===== src/rtl/gfx_mem_arbiter.sv =====
// gfx_mem_arbiter: round-robin arbiter sharing one 16-bit graphics memory read port
//
// Ports:
//   CLK          system clock, rising edge
//   RST          asynchronous active-high reset
//   ch_address   per-channel word addresses, channel i at [i*AW +: AW]
//   ch_rvalid    per-channel read requests, held until that channel's rready
//   ch_rready    one-cycle completion strobe, one-hot or zero
//   ch_data      read data for the channel whose ch_rready is high
//   mem_address  downstream address
//   mem_rvalid   downstream request
//   mem_data     downstream data
//   mem_rready   downstream data valid strobe
//   grant_id     channel currently owning the port
//   timeout_err  sticky flag, set when a read is forced complete
module gfx_mem_arbiter #(
   parameter int N_CH    = 4,
   parameter int AW      = 16,
   parameter int TIMEOUT = 255
) (
   input  logic              CLK,
   input  logic              RST,
   input  logic [N_CH*AW-1:0] ch_address,
   input  logic [N_CH-1:0]   ch_rvalid,
   output logic [N_CH-1:0]   ch_rready,
   output logic [15:0]       ch_data,
   output logic [AW-1:0]     mem_address,
   output logic              mem_rvalid,
   input  logic [15:0]       mem_data,
   input  logic              mem_rready,
   output logic [2:0]        grant_id,
   output logic              timeout_err
);
   typedef enum logic [1:0] {IDLE, REQ, RESP} state_t;
   state_t            state, state_nxt;
   logic [2:0]        rr, rr_nxt, pick, grant_nxt;
   logic [3:0]        sum;
   logic [N_CH-1:0]   rot, rready_nxt;
   logic [7:0]        cnt, cnt_nxt;
   logic [15:0]       data_nxt;
   logic [AW-1:0]     addr_nxt;
   logic              found, done, rvalid_nxt, err_nxt;

   // Rotate requests so bit 0 is the channel at the RR pointer; the lowest set
   // bit of the rotated vector is then the next channel in round-robin order.
   always_comb begin
      rot   = N_CH'({ch_rvalid, ch_rvalid} >> rr);
      found = 1'b0;
      pick  = rr;
      sum   = '0;
      for (int k = 0; k < N_CH; k++) begin
         if (!found && rot[k]) begin
            found = 1'b1;
            sum   = {1'b0, rr} + 4'(k);
            pick  = (sum >= 4'(N_CH)) ? 3'(sum - 4'(N_CH)) : sum[2:0];
         end
      end
   end

   // Real data beats the timeout when both land in the same cycle.
   assign done = mem_rready || (cnt == 8'(TIMEOUT));

   always_ff @(posedge CLK or posedge RST) begin
      if (RST)
         state <= IDLE;
      else
         state <= state_nxt;
   end

   always_comb begin
      state_nxt = state;
      case (state)
         IDLE:    state_nxt = found ? REQ : IDLE;
         REQ:     state_nxt = done ? RESP : REQ;
         RESP:    state_nxt = IDLE;
         default: state_nxt = IDLE;
      endcase
   end

   // Next values for the registered outputs and datapath.
   always_comb begin
      rvalid_nxt = (state == IDLE && found) || (state == REQ && !done);
      addr_nxt   = (state == IDLE && found) ? ch_address[int'(pick)*AW +: AW] : mem_address;
      grant_nxt  = (state == IDLE && found) ? pick : grant_id;
      rready_nxt = (state == REQ && done) ? N_CH'(1) << grant_id : '0;
      data_nxt   = (state == REQ && done) ? (mem_rready ? mem_data : 16'h0000) : ch_data;
      err_nxt    = timeout_err || (state == REQ && !mem_rready && cnt == 8'(TIMEOUT));
      cnt_nxt    = (state == REQ) ? cnt + 8'd1 : 8'd0;
      rr_nxt     = (state != RESP) ? rr : (grant_id == 3'(N_CH - 1)) ? 3'd0 : grant_id + 3'd1;
   end

   always_ff @(posedge CLK or posedge RST) begin
      if (RST) begin
         ch_rready   <= '0;
         ch_data     <= '0;
         mem_address <= '0;
         mem_rvalid  <= 1'b0;
         grant_id    <= '0;
         timeout_err <= 1'b0;
         cnt         <= '0;
         rr          <= '0;
      end else begin
         ch_rready   <= rready_nxt;
         ch_data     <= data_nxt;
         mem_address <= addr_nxt;
         mem_rvalid  <= rvalid_nxt;
         grant_id    <= grant_nxt;
         timeout_err <= err_nxt;
         cnt         <= cnt_nxt;
         rr          <= rr_nxt;
      end
   end
endmodule


===== config.mk =====
export PLATFORM = sky130hd
export DESIGN_NAME = gfx_mem_arbiter
export DESIGN_NICKNAME = d
export VERILOG_FILES = /design/src/rtl/gfx_mem_arbiter.sv
export SDC_FILE = /design/constraint.sdc
export NUM_CORES = 1
export LEC_CHECK = 0
export ABC_AREA = 1
export CORE_UTILIZATION = 47
export CTS_CLUSTER_DIAMETER = 120
export DETAILED_ROUTE_END_ITERATION = 8
export PLACE_DENSITY = 0.86
export SLEW_MARGIN = 20
export SYNTH_ARGS = -nofsm -noshare
export SYNTH_HDL_FRONTEND = slang
export SYNTH_SLANG_ARGS = --single-unit

===== constraint.sdc =====
create_clock -name CLK -period 3.9 [get_ports CLK]
set_clock_uncertainty 0.05 [all_clocks]
set_input_delay 0.585 -clock CLK [delete_from_list [all_inputs] [get_ports CLK]]
set_output_delay 0.585 -clock CLK [all_outputs]
set_load 0.01 [all_outputs]

# Word-level counts from Yosys, hierarchy flattened
# Cells that the tools add are included.
# Widths: inputs -> output; s select.
[op_classes] n_eq_ne=4 n_reduce_logical=17 div=0 mul=0 n_shift=3 bitwise=0 mux=19 addsub=9 n_lt_le_gt_ge=4
[ops] op="$shiftx 64x8->16" n=1
[ops] op="$mux 3" n=9
[ops] op="$mux 16" n=1
[ops] op="$ge 4x3->1 const B" n=3
[ops] op="$sub 3x3->3 const B" n=4
[ops] op="$add 3x2->4 const B" n=2
[ops] op="$add 8x1->8 const B" n=1
[ops] op="$eq 8x8->1 const B" n=1
[ops] op="$logic_and 1x1->1" n=8
[ops] op="$mux 8" n=1
[ops] op="$shr 8x3->4" n=1
[ops] op="$logic_not 1->1" n=5
[ops] op="$mux 1" n=5
[ops] op="$add 3x1->4 const B" n=1
[ops] op="$mux 4" n=1
[ops] op="$pmux 2 s2" n=1
[ops] op="$shl 1x3->4 const A" n=1
[ops] op="$add 3x1->3 const B" n=1
[ops] op="$eq 3x2->1 const B" n=1
[ops] op="$ge 3x3->1 const B" n=1
[ops] op="$logic_or 1x1->1" n=3
[ops] op="$eq 2x1->1 const B" n=1
[ops] op="$logic_not 2->1" n=1
[ops] op="$mux 2" n=1
[ops] op="$ne 2x2->1 const B" n=1
[totals] register_bits=54 wordCells=65 ramBits=0 output_inout_bits=41 memories=0 input_bits=87 rom_bits=0 latch_bits=0

# Logic depth before layout (Yosys ltp)
# Gate-level depths: netlist of the first run.
[logic_depth] word_depth=13 ltp_mapped=17

# Least setup slack after synthesis of the first run
# No wires, ideal clock.
[synth_timing] path_kind="input to register" from="in ch_rvalid[1]" to="reg mem_address[0]" arrival_ns=1.672 path_slack_ns=2.061 path_stages=15 path_buffers=1 setup_ns=0.117 cell_sequence="nand2_1 > nand2_1 > nand2_1 > nand2_2 > inv_2 > nand4_4 > nor2_2 > inv_2 > nand2_4 > inv_2 > buf_6 > nand2_1 > nand2_1 > nand2_1 > nand2_1"
[synth_via] elab_chain_cells=12 word_cells_on_any_way=17
[synth_lines] item="start, declared" line="24" rtl="input logic [N_CH-1:0] ch_rvalid,"
[synth_lines] item="$shr 8x3->4 *" line="47" rtl="rot = N_CH'({ch_rvalid, ch_rvalid} >> rr);"
[synth_lines] item="$mux 1" line="52" rtl="if (!found && rot[k]) begin"
[synth_lines] item="$logic_not 1->1" line="52"
[synth_lines] item="$logic_and 1x1->1" line="52"
[synth_lines] item="$mux 1" line="52"
[synth_lines] item="$logic_not 1->1" line="52"
[synth_lines] item="$logic_and 1x1->1" line="52"
[synth_lines] item="$mux 1" line="52"
[synth_lines] item="$logic_not 1->1" line="52"
[synth_lines] item="$logic_and 1x1->1" line="52"
[synth_lines] item="$mux 3 or $mux 1 (tied branches)" line="52"
[synth_lines] item="$shiftx 64x8->16 or $logic_and 1x1->1 (tied branches)" line="83" rtl="addr_nxt = (state == IDLE && found) ? ch_address[int'(pick)*AW +: AW] : mem_address;"
[synth_lines] item="end signal, assigned" line="105" rtl="mem_address <= addr_nxt;"
[synth_lines] item="end, declared" line="27" rtl="output logic [AW-1:0] mem_address,"
# Every way passes the cells marked *; elsewhere a longest branch is shown, timed or not.
# A chain may end at the register's enable or synchronous reset.

# Worst setup path after layout of the first run
[layout_timing] from="in ch_rvalid[2]" to="reg mem_address[7]"
# Same word-level chain as after synthesis.

==> metrics.md, run 1 <==
| Metric | Value |
|---|---|
| Total congestion overflow | 0 |
| Clk slew on worst S/H paths | 0.10 ns |
| Delay-heaviest family, CP | simple AND/OR/NAND/NOR gates |
| Pre-CTS setup slack | 0.9293 ns |
| Largest net degree at the start of global routing | between 50 and 60 |
| Max-cap viol count | 0 |
| Leakage dissipation | 2.299 nW |
| IO buf count | 127 |
| CP Capture Type | flip-flop |
| CP max FO | 33 |
| Final Core Density | between 70% and 80% |
| Via Count | 3,263 |
| Worst EP required | a little over 4 ns |
| CTS tree | yes |
| Layout cells sized above 1 | 7.130% |
| IR drop worst, VDD | 0.3473 mV |
| Crit path top cell by count | nand2_1 |
| Gr usage total | about a quarter |
| Post-route setup slack | 1.242 ns |
| Die height | between 80 and 90 µm |
| Htree depth | 2 |
| First-pass GRT wire length | 14.59 mm |
| Endpoints failing setup | 0 |
| Outcome | complete, but fails checks |
| Number of CTS-inserted buffers | 5 |
| Post-synth ARST share | 100.0% |
| Synth Register Bits | 54 |
| Worst EP arrival | 2.87 ns |
| Router iterations before antenna repair | 6 |
| Clock root cell | clkbuf_8 |
| Avg Cell Area, Syn | a little over 7 µm² |
| Worst min-delay path class | reg2reg |
| Mapped Nets | approximately 540 |
| Ys flop type | dfrtp_1 |
| WL/cell | 13.61 µm |
| Post CTS Setup Buffer Count | 0 |
| Max_slew headroom | between 40% and 50% |
| Slew @ Worst Pin | 0.8946 ns |
| Total length of routed wires | ~8.7 mm |
| Final nets | 653 |
| Ports | 128 |
| FMAX | 0.3762 GHz |
| Initial Util | 49.70% |
| Area delta synth->final | 42.48% |
| Slowest cell on crit path | clkdlybuf4s50_1 |
| Vias in the first global route | between 3,000 and 4,000 |
| Cell variety after synth | 27 |
| Synth warn | 0 |
| RePlAce Congestion | 0.8798 |
| Setup TNS | 0 ns |
| Post-synthesis sequential area ratio | 41.86% |
| Antenna diodes | 0 |
| Clock sink total | 54 |
| DRC Markers | 2 |
| Failing checks | design-rule violations |
| WP buf/inv | 1 |
| Syn Inst Count | 445 |
| Skew-Pair Late Insertion Delay | between 0.3 and 0.4 ns |
| Antenna violations before repair | 0 |
| Violation count after the first detailed-route iteration | 137 |
| Post-CTS sizing | 0 |
| Hold Fails Final Rpt | 0 |
| RSZ-0062 raised after global routing | false |
| EDFF count, synth | 0 |
| Placement Cell Area | approximately 4500 µm² |
| Rows | 29 |
| Final ANT Viol Nets | 0 |
| Mapped Area | approximately 3200 µm² |
| Pwr Density | 778.8 nW/µm² |
| Period utilisation layout | 68.15% |
| Via density | between 5 and 6 |
| Core area | ~6500 µm² |
| Die X | 84.88 µm |
| Post-cts hold buffer count | 0 |
| CP cell instances | clkdlybuf4s50_1 -> nand2_1 -> nand3_2 -> nand2_2 -> nand2_2 -> nor2_4 -> nand3_4 -> nand2_4 -> nand2_1 -> nand2_1 -> nand2_1 -> nand2_1 -> nand2_1 -> nand2_1 |
| Minimum clock period after layout | ~2.7 ns |
| Clk buf depth | 2 |
| Full die area | 7204 µm² |
| Critical path type | in2reg |
| CP Launch Type | primary input |
| Final Max Slew Viols | 0 |
| CP peak stage delay | between 0.4 and 0.5 ns |
| HPWL after detailed placement | 6.468 mm |
| Final Cell Area | between 4000 and 5000 µm² |
metal layers:
metal  vias up  part of all wire [%]  GRT usage (%)
met1      1531                    40          29.79
met5         -                     0              0
met4         0                   2.7          10.48
li1       1622                     -              -
met3        23                   3.3          2.821
met2        87                    54          46.78
Yosys cell counts (5+ instances only):
cell type | number | share of area [%]
a21oi_1 | 5 | 0.78
buf_2 | 8 | 1.2
clkbuf_1 | 6 | 0.70
dfrtp_1 | 54 | 42
ha_1 | 6 | 2.3
inv_1 | 34 | 4.0
inv_2 | 5 | 0.58
nand2_1 | 189 | 22
nand2_2 | 8 | 1.6
nand3_1 | 58 | 9.0
nand3_2 | 5 | 1.6
nand3b_1 | 16 | 3.7
nor2_1 | 17 | 2.0
o21ai_0 | 10 | 1.6
worst register-to-register path, stage by stage, from the launching register on:
cell and delay [ns]:
dfrtp_1 0.60, inv_4 0.13, nand2_2 0.11, nand3_2 0.11, nand2_2 0.16, nand2_2 0.08
nor2_4 0.11, nand3_4 0.32, nand2_4 0.45, nand2_1 0.09, nand2_1 0.10, nand2_1 0.05
nand2_1 0.06, nand2_1 0.06, nand2_1 0.07
state kept, by name, indices dropped and copies added (netlist names):
name         cells
ch_data         16
grant_id         3
ch_rready        4
mem_address     16
rr               3
mem_rvalid       1
timeout_err      1
state            2
cnt              8
worst paths after layout:
check	slack [ns]	from	cells past startpoint	to
worst min-delay path	0.42	cnt[7]	1	cnt[7]
worst max register to register	1.30	rr[0]	14	mem_address[7]
worst min register to register	0.42	cnt[7]	1	cnt[7]
max in group asynchronous	2.56	RST	2	mem_address[11]
min in group asynchronous	0.70	RST	2	ch_data[10]
worst max-delay path	1.24	ch_rvalid[2]	14	mem_address[7]
placed cells by master, fill, tap and decap left out, types with 2 or more instances in the layout:
cell type	synthesis	final
clkbuf_8	0	5
nand2_4	4	4
o21ai_0	10	10
inv_1	34	33
a21oi_1	5	5
ha_1	6	6
nand3_2	5	5
nand3_1	58	58
nand2_1	189	189
nand2_2	8	8
nor2_1	17	17
dfrtp_1	54	54
buf_4	3	2
nor2_2	2	2
nand3b_1	16	16
clkdlybuf4s50_1	0	127
nand4_1	3	3
inv_2	5	5
report_power, final:
group          internal, mW  switching (mW)  total (mW)  leakage, nW
sequential            0.780           0.162       0.941        0.690
combinational         0.888            1.36        2.25         1.55
clock                 0.196           0.196       0.391       0.0563
per-stage QoR:
step | power (mW) | std cells | hold WS [ns]
CTS | 3.584 | 638 | 0.4235
global route | 3.910 | 638 | 0.4490
global placement | 3.100 | 630 | 0.3980
floorplan | 2.508 | 445 | 0.3828
finish | 3.582 | 638 | 0.4209
detailed placement | 3.189 | 630 | 0.4092
final cells by class:
cell class,instances,area (µm²)
Multi-Input combinational cell,330,1594
Clock buffer,5,68.82
Timing Repair Buffer,129,1286
Sequential cell,54,1351
Tap cell,77,96.34
Fill cell,530,1896
Clock inverter,3,48.80
Inverter,40,153.9
cells by family (layout without fill, tap and decap cells):
group | count (synthesis) | count (layout) | share of synthesized area, %
compound gates | 17 | 17 | 2.713
fa+ha+maj | 6 | 6 | 2.326
flops | 54 | 54 | 41.86
buf+inv | 61 | 177 | 8.760
simple gates | 307 | 307 | 44.34
(Power assumes the default switching activity.)
==> run 2: changes to the inputs <==
--- a/config.mk
+++ b/config.mk
@@ -6,10 +6,10 @@
 export NUM_CORES = 1
 export LEC_CHECK = 0
 export ABC_AREA = 1
-export CORE_UTILIZATION = 47
+export CORE_UTILIZATION = 44
 export CTS_CLUSTER_DIAMETER = 120
 export DETAILED_ROUTE_END_ITERATION = 8
-export PLACE_DENSITY = 0.86
+export PLACE_DENSITY = 0.81
 export SLEW_MARGIN = 20
 export SYNTH_ARGS = -nofsm -noshare
 export SYNTH_HDL_FRONTEND = slang
==> constraint.sdc (replaced) <==
create_clock -name CLK -period 2.6 [get_ports CLK]
set_clock_uncertainty 0.05 [all_clocks]
set_input_delay 0.39 -clock CLK [delete_from_list [all_inputs] [get_ports CLK]]
set_output_delay 0.39 -clock CLK [all_outputs]
set_load 0.01 [all_outputs]
==> run 2 against run 1 <==
The run now ends clean. Clock power up 41%. First-iteration DRC count up 23%. Combinational power up 54%. Critical path type is now reg2reg. Largest power group unchanged.
==> metrics.md, run 2 (synthesis results as in run 1) <==
| Metric | Value |
|---|---|
| Delay-heaviest family, CP | simple AND/OR/NAND/NOR gates |
| Final Core Density | 67.44% |
| R2R Path End | mem_address[2] |
| Clock sink total | 54 |
| Die X | 87.66 µm |
| Clk slew on worst S/H paths | 0.10 ns |
| Full die area | between 7000 and 8000 µm² |
| Hold Fails Final Rpt | 0 |
| Final ANT Viol Nets | 0 |
| Combinational share of power | 64.0% |
| CP Launch Type | flip-flop |
| DRC Markers | 0 |
| Largest net degree at the start of global routing | 34 |
| Antenna violations before repair | 0 |
| Worst EP required | 2.75 ns |
| Router iterations before antenna repair | 4 |
| Setup TNS | 0 ns |
| Fillers | 606 |
| Biggest regs | ch_data: 16 flops, mem_address: 16 flops, cnt: 8 flops |
| Reg-to-Reg Start | rr[0] |
| Reg power frac | between 20% and 30% |
| Final non-filler cell total | 663 |
| Initial Util | between 40% and 50% |
| Htree depth | 2 |
| Max-cap viol count | 0 |
| Worst EP arrival | 2.34 ns |
| Post CTS Setup Buffer Count | 0 |
| Rows | 30 |
| WL/cell | 12.90 µm |
| CP max FO | 33 |
| CP peak stage delay | 0.59 ns |
| Antenna diodes | 0 |
| CTS tree | yes |
| Endpoints failing setup | 0 |
| Period utilisation layout | between 80% and 90% |
| CP cell instances | inv_4 -> nand2_2 -> nand3_2 -> nand2_4 -> nand3_1 -> nand2_1 -> nand2_1 -> nand2_4 -> nand2_4 -> nand2_1 -> nand2_1 -> nand2_1 -> nand2_1 -> nand2_1 -> nand2_1 |
| Leakage dissipation | 2.340 nW |
| Core area | approximately 6900 µm² |
| Violation count after the first detailed-route iteration | 169 |
| Total power draw | 5.418 mW |
| Critical Path Start | rr[0] |
| Via density | 4.860 |
| Max_slew headroom | 51.60% |
| WP buf/inv | 1 |
| Number of CTS-inserted buffers | 5 |
| Most frequent cells in the layout | nand2_1, clkdlybuf4s50_1, nand3_1 |
| IR drop worst, VDD | 0.6085 mV |
| Min Hold Slack | around 0.35 ns |
| Ports | 128 |
| Outcome | finished, final reports clean |
| R2R Setup Slk | 0.41 ns |
| Commonest non-fill, non-tap cell in the layout | nand2_1 |
| IO buf count | 127 |
| RePlAce Congestion | 0.8770 |
| Pwr Density | around 1200 nW/µm² |
| Clk buf depth | 2 |
| Multi-input combinational cell area | between 1500 and 2000 µm² |
| Minimum clock period after layout | 2.191 ns |
| Vias in the first global route | 3,154 |
| Final nets | 659 |
| First-pass GRT wire length | 13.79 mm |
| Sw Ratio | 46.84% |
| RSZ-0062 raised after global routing | false |
| Clk pwr share | 10.1% |
| Instance count on the critical path | 15 |
| Slowest cell on crit path | dfrtp_1 |
| HPWL after detailed placement | 6.491 mm |
| FMAX | 0.4564 GHz |
| Net Sw Power | around 2.5 mW |
| Worst min-delay path class | in2async |
| Area delta synth->final | 45.08% |
| Skew-Pair Late Insertion Delay | 0.30 ns |
| Post-CTS sizing | 0 |
| Pint | 2.880 mW |
| Worst Reg2Reg Path Length in Cells | 15 |
| Gr usage total | 22.74% |
| CP Capture Type | flip-flop |
| Crit path top cell by count | nand2_1 |
| Critical path type | reg2reg |
| Total length of routed wires | between 8 and 9 mm |
| Post-cts hold buffer count | 0 |
| Total congestion overflow | 0 |
| Register Area | 1351 µm² |
| Final Max Slew Viols | 0 |
| Dpl cells | approximately 660 |
| Slew @ Worst Pin | 0.7242 ns |
| Clock root cell | clkbuf_8 |
| Layout cells sized above 1 | 8.113% |
| Via Count | between 3,000 and 4,000 |
| Die height | 87.66 µm |
## run 2: changes by cell type in the layout (fill, tap and decap cells not counted), sizes merged
cell | previous run | this run
buf | 2 | 8
clkinvlp | 1 | 0
clkinv | 1 | 2
## run 2: area by class of cell
cell class | instances | share of cell area [%]
multi-input combinational | 330 | 34.04
timing repair buffer | 135 | 28.96
sequential | 54 | 28.85
inverter | 40 | 3.259
tap | 96 | 2.565
clock buffer | 5 | 1.469
clock inverter | 3 | 0.8549
## run 2: metal layers
layer | vias to the layer above | track usage [%] | wire length, µm
met5 | - | 0 | 0
met4 | 0 | 5.365 | 141
met3 | 12 | 2.828 | 304
met2 | 89 | 42.19 | 4511
met1 | 1487 | 28.08 | 3593
li1 | 1634 | - | -
## run 2: stage by stage
stage                     worst slack [ns]  area [µm²]
after floorplan                     0.8296        3228
after global placement              0.2746        4574
after detailed placement            0.1975        4574
after CTS                           0.4301        4683
after global routing                0.1383        4683
final                               0.4089        4683
## run 2: worst reg2reg max path: cells and delay by family, from the launching register on
family,cells,cell delay (ns)
simple gates,14,1.33
flops,1,0.59
buf+inv,1,0.12
## run 2: worst max path at each step
stage,endpoint,slack (ns)
4_1_cts,ch_data[8],0.43
6_report,mem_address[2],0.41
3_3_place_gp,mem_address[8],0.27
5_1_grt,ch_data[8],0.14
3_5_place_dp,mem_address[2],0.20
2_1_floorplan,mem_address[0],0.83
## run 2: power by group through the flow
stage               Combinational (mW)  Sequential (mW)  Clock [mW]
global placement                  3.39             1.40           0
detailed placement                3.48             1.40           0
floorplan                         2.27             1.49           0
finish                            3.47             1.40       0.550
CTS                               3.49             1.40       0.556
global route                      3.89             1.43       0.588
==> run 3: changes to the inputs <==
--- a/config.mk
+++ b/config.mk
@@ -6,10 +6,10 @@
 export NUM_CORES = 1
 export LEC_CHECK = 0
 export ABC_AREA = 1
-export CORE_UTILIZATION = 44
+export CORE_UTILIZATION = 40
 export CTS_CLUSTER_DIAMETER = 120
 export DETAILED_ROUTE_END_ITERATION = 8
-export PLACE_DENSITY = 0.81
+export PLACE_DENSITY = 0.78
 export SLEW_MARGIN = 20
 export SYNTH_ARGS = -nofsm -noshare
 export SYNTH_HDL_FRONTEND = slang
==> constraint.sdc (replaced) <==
create_clock -name CLK -period 1.9 [get_ports CLK]
set_clock_uncertainty 0.05 [all_clocks]
set_input_delay 0.285 -clock CLK [delete_from_list [all_inputs] [get_ports CLK]]
set_output_delay 0.285 -clock CLK [all_outputs]
set_load 0.01 [all_outputs]
==> run 3 against run 2 <==
The run now ends with negative setup slack left. Via count increased by 5.6%. Combinational power increased by 67%. Die area increased by 9.8%. Sequential share of layout area decreased by 2.2 points. Clock-buffer cell count increased by 2. Critical endpoint is now mem_address[12]. Largest cell class unchanged. Largest power group unchanged.
==> metrics.md, run 3 (synthesis results as in run 1) <==
| Metric | Value |
|---|---|
| Endpoints failing setup | 20 |
| Max-cap viol count | 0 |
| Final ANT Viol Nets | 0 |
| Total power draw | ~8.4 mW |
| Core area | 7767 µm² |
| Clk pwr share | 7.8% |
| Dpl cells | 673 |
| Leakage dissipation | 2.516 nW |
| Placement Cell Area | 4710 µm² |
| Failing checks | negative setup slack |
| Worst EP arrival | roughly 2.2 ns |
| CP cell instances | inv_6 -> nand2_2 -> nand2_1 -> nand2_1 -> nand2_2 -> inv_2 -> nand4_4 -> nand2_8 -> clkbuf_16 -> nand3b_1 -> nand3_1 -> nand2_1 -> nand2_1 -> nand2_1 |
| Rows | 32 |
| Net Sw Power | 3.839 mW |
| Clock root cell | clkbuf_8 |
| FMAX | 0.4946 GHz |
| WL/cell | ~14 µm |
| Clk buf depth | 2 |
| Router iterations before antenna repair | 5 |
| Total congestion overflow | 0 |
| Worst EP required | 2.06 ns |
| Htree depth | 2 |
| Largest net degree at the start of global routing | 34 |
| Reg power frac | 23.0% |
| Pint | around 4.5 mW |
| Violation count after the first detailed-route iteration | 167 |
| Combinational share of power | between 60% and 70% |
| Biggest regs | ch_data: 16 flops, mem_address: 16 flops, cnt: 8 flops |
| Period utilisation layout | 106.4% |
| CP max FO | 8 |
| Via density | between 4 and 5 |
| Final Cell Area | 5067 µm² |
| Instance count on the critical path | 14 |
| Clock sink total | 54 |
| Most frequent cells in the layout | nand2_1, clkdlybuf4s50_1, nand3_1 |
| CTS tree | yes |
| Final non-filler cell total | 693 |
| Total length of routed wires | around 9.7 mm |
| Antenna diodes | 0 |
| Gr usage total | between 20% and 30% |
| Hold Fails Final Rpt | 0 |
| HPWL after detailed placement | 6.545 mm |
| Worst min-delay path class | in2async |
| RePlAce Congestion | 0.8903 |
| Slew @ Worst Pin | 0.4343 ns |
| Area delta synth->final | 56.98% |
| Setup crit end | mem_address[12] |
| Reg-to-Reg Start | rr[0] |
| WP buf/inv | 3 |
| Die height | 91.84 µm |
| Minimum clock period after layout | 2.022 ns |
| Number of CTS-inserted buffers | 5 |
| Vias in the first global route | 3,211 |
| Slowest cell on crit path | dfrtp_2 |
| RSZ-0062 raised after global routing | true |
| First-pass GRT wire length | 14.65 mm |
| Worst Reg2Reg Path Length in Cells | 14 |
| Antenna violations before repair | 0 |
| Max_slew headroom | between 70 and 80% |
| CP peak stage delay | 0.47 ns |
| CP Launch Type | flip-flop |
| Die X | about 90 µm |
| Delay-heaviest family, CP | simple AND/OR/NAND/NOR gates |
| Commonest non-fill, non-tap cell in the layout | nand2_1 |
| Setup TNS | -1.709 ns |
| Sw Ratio | 45.94% |
| CP Capture Type | flip-flop |
| IR drop worst, VDD | 0.6516 mV |
| Pwr Density | approximately 1600 nW/µm² |
| Skew-Pair Late Insertion Delay | around 0.31 ns |
| Post-route setup slack | -0.1219 ns |
| Clk slew on worst S/H paths | 0.09 ns |
| Outcome | complete, but fails checks |
| IO buf count | around 130 |
| DRC Markers | 0 |
| R2R Setup Slk | -0.12 ns |
| Full die area | about 8400 µm² |
| Via Count | 3,402 |
| Ports | 128 |
| Layout cells sized above 1 | between 10% and 20% |
| R2R Path End | mem_address[12] |
| Critical Path Start | rr[0] |
| Critical path type | reg2reg |
| Final nets | 683 |
| Initial Util | 41.56% |
| Final Max Slew Viols | 0 |
| Crit path top cell by count | nand2_1 |
-- run 3: changes by cell type in the layout (fill, tap and decap cells not counted), sizes merged --
cell,before,now
clkbuf,5,11
clkinv,2,1
nand2,201,202
buf,8,27
bufinv,1,0
-- run 3: layout make-up --
cell class	instances	area, µm²
Fill cell	641	2700
Multi-Input combinational cell	331	1689
Timing Repair Buffer	158	1652
Sequential cell	54	1353
Inverter	40	155.1
Tap cell	102	127.6
Clock buffer	7	86.33
Clock inverter	1	5.005
-- run 3: metal layers --
layer	wire [µm]	track usage (%)
met1	4040	27.93
met2	5019	37.72
met3	379	2.156
met4	237	8.073
met5	0	0
-- run 3: stage by stage --
step / hold slack, ns / setup WS, ns / util, %
2_1_floorplan: 0.3828 / 0.1296 / -
3_3_place_gp: 0.4004 / -0.2961 / 60.63
3_5_place_dp: 0.4056 / -0.3602 / 60.63
4_1_cts: 0.2395 / -0.008274 / 61.98
5_1_grt: 0.2791 / -0.2959 / 65.24
6_report: 0.2403 / -0.1219 / 65.24
-- run 3: repair_timing --
item / 4_1_cts / 5_1_grt
endpoints found under the setup margin: 18 / 40
hold buffers: 0 / 0
buffers inserted: 0 / 5
resized for setup: 3 / 22
cloned: 0 / 7
pin swaps: 0 / 9
-- run 3: worst reg2reg max path, stage by stage (launching register included) --
cell and delay, ns:
dfrtp_2 0.47, inv_6 0.08, nand2_2 0.08, nand2_1 0.06, nand2_1 0.10, nand2_2 0.11, inv_2 0.10, nand4_4 0.16
nand2_8 0.19, clkbuf_16 0.18, nand3b_1 0.08, nand3_1 0.10, nand2_1 0.07, nand2_1 0.06, nand2_1 0.04
-- run 3: power groups by stage --
stage	clock network [mW]	registers, mW	logic [mW]
final	0.653	1.92	5.78
after global routing	0.714	1.97	6.41
after CTS	0.671	1.91	5.16
after detailed placement	0	1.91	5.12
after global placement	0	1.91	5.01
after floorplan	0	2.04	3.11
-- run 3: worst min-delay path by stage --
stage	start	to	slack (ns)	cells past startpoint
2_1_floorplan	mem_data[0]	ch_data[0]	0.38	2
3_3_place_gp	cnt[7]	cnt[7]	0.40	1
3_5_place_dp	cnt[0]	cnt[0]	0.41	1
4_1_cts	RST	cnt[2]	0.24	2
5_1_grt	RST	cnt[2]	0.28	2
6_report	RST	ch_data[4]	0.24	2
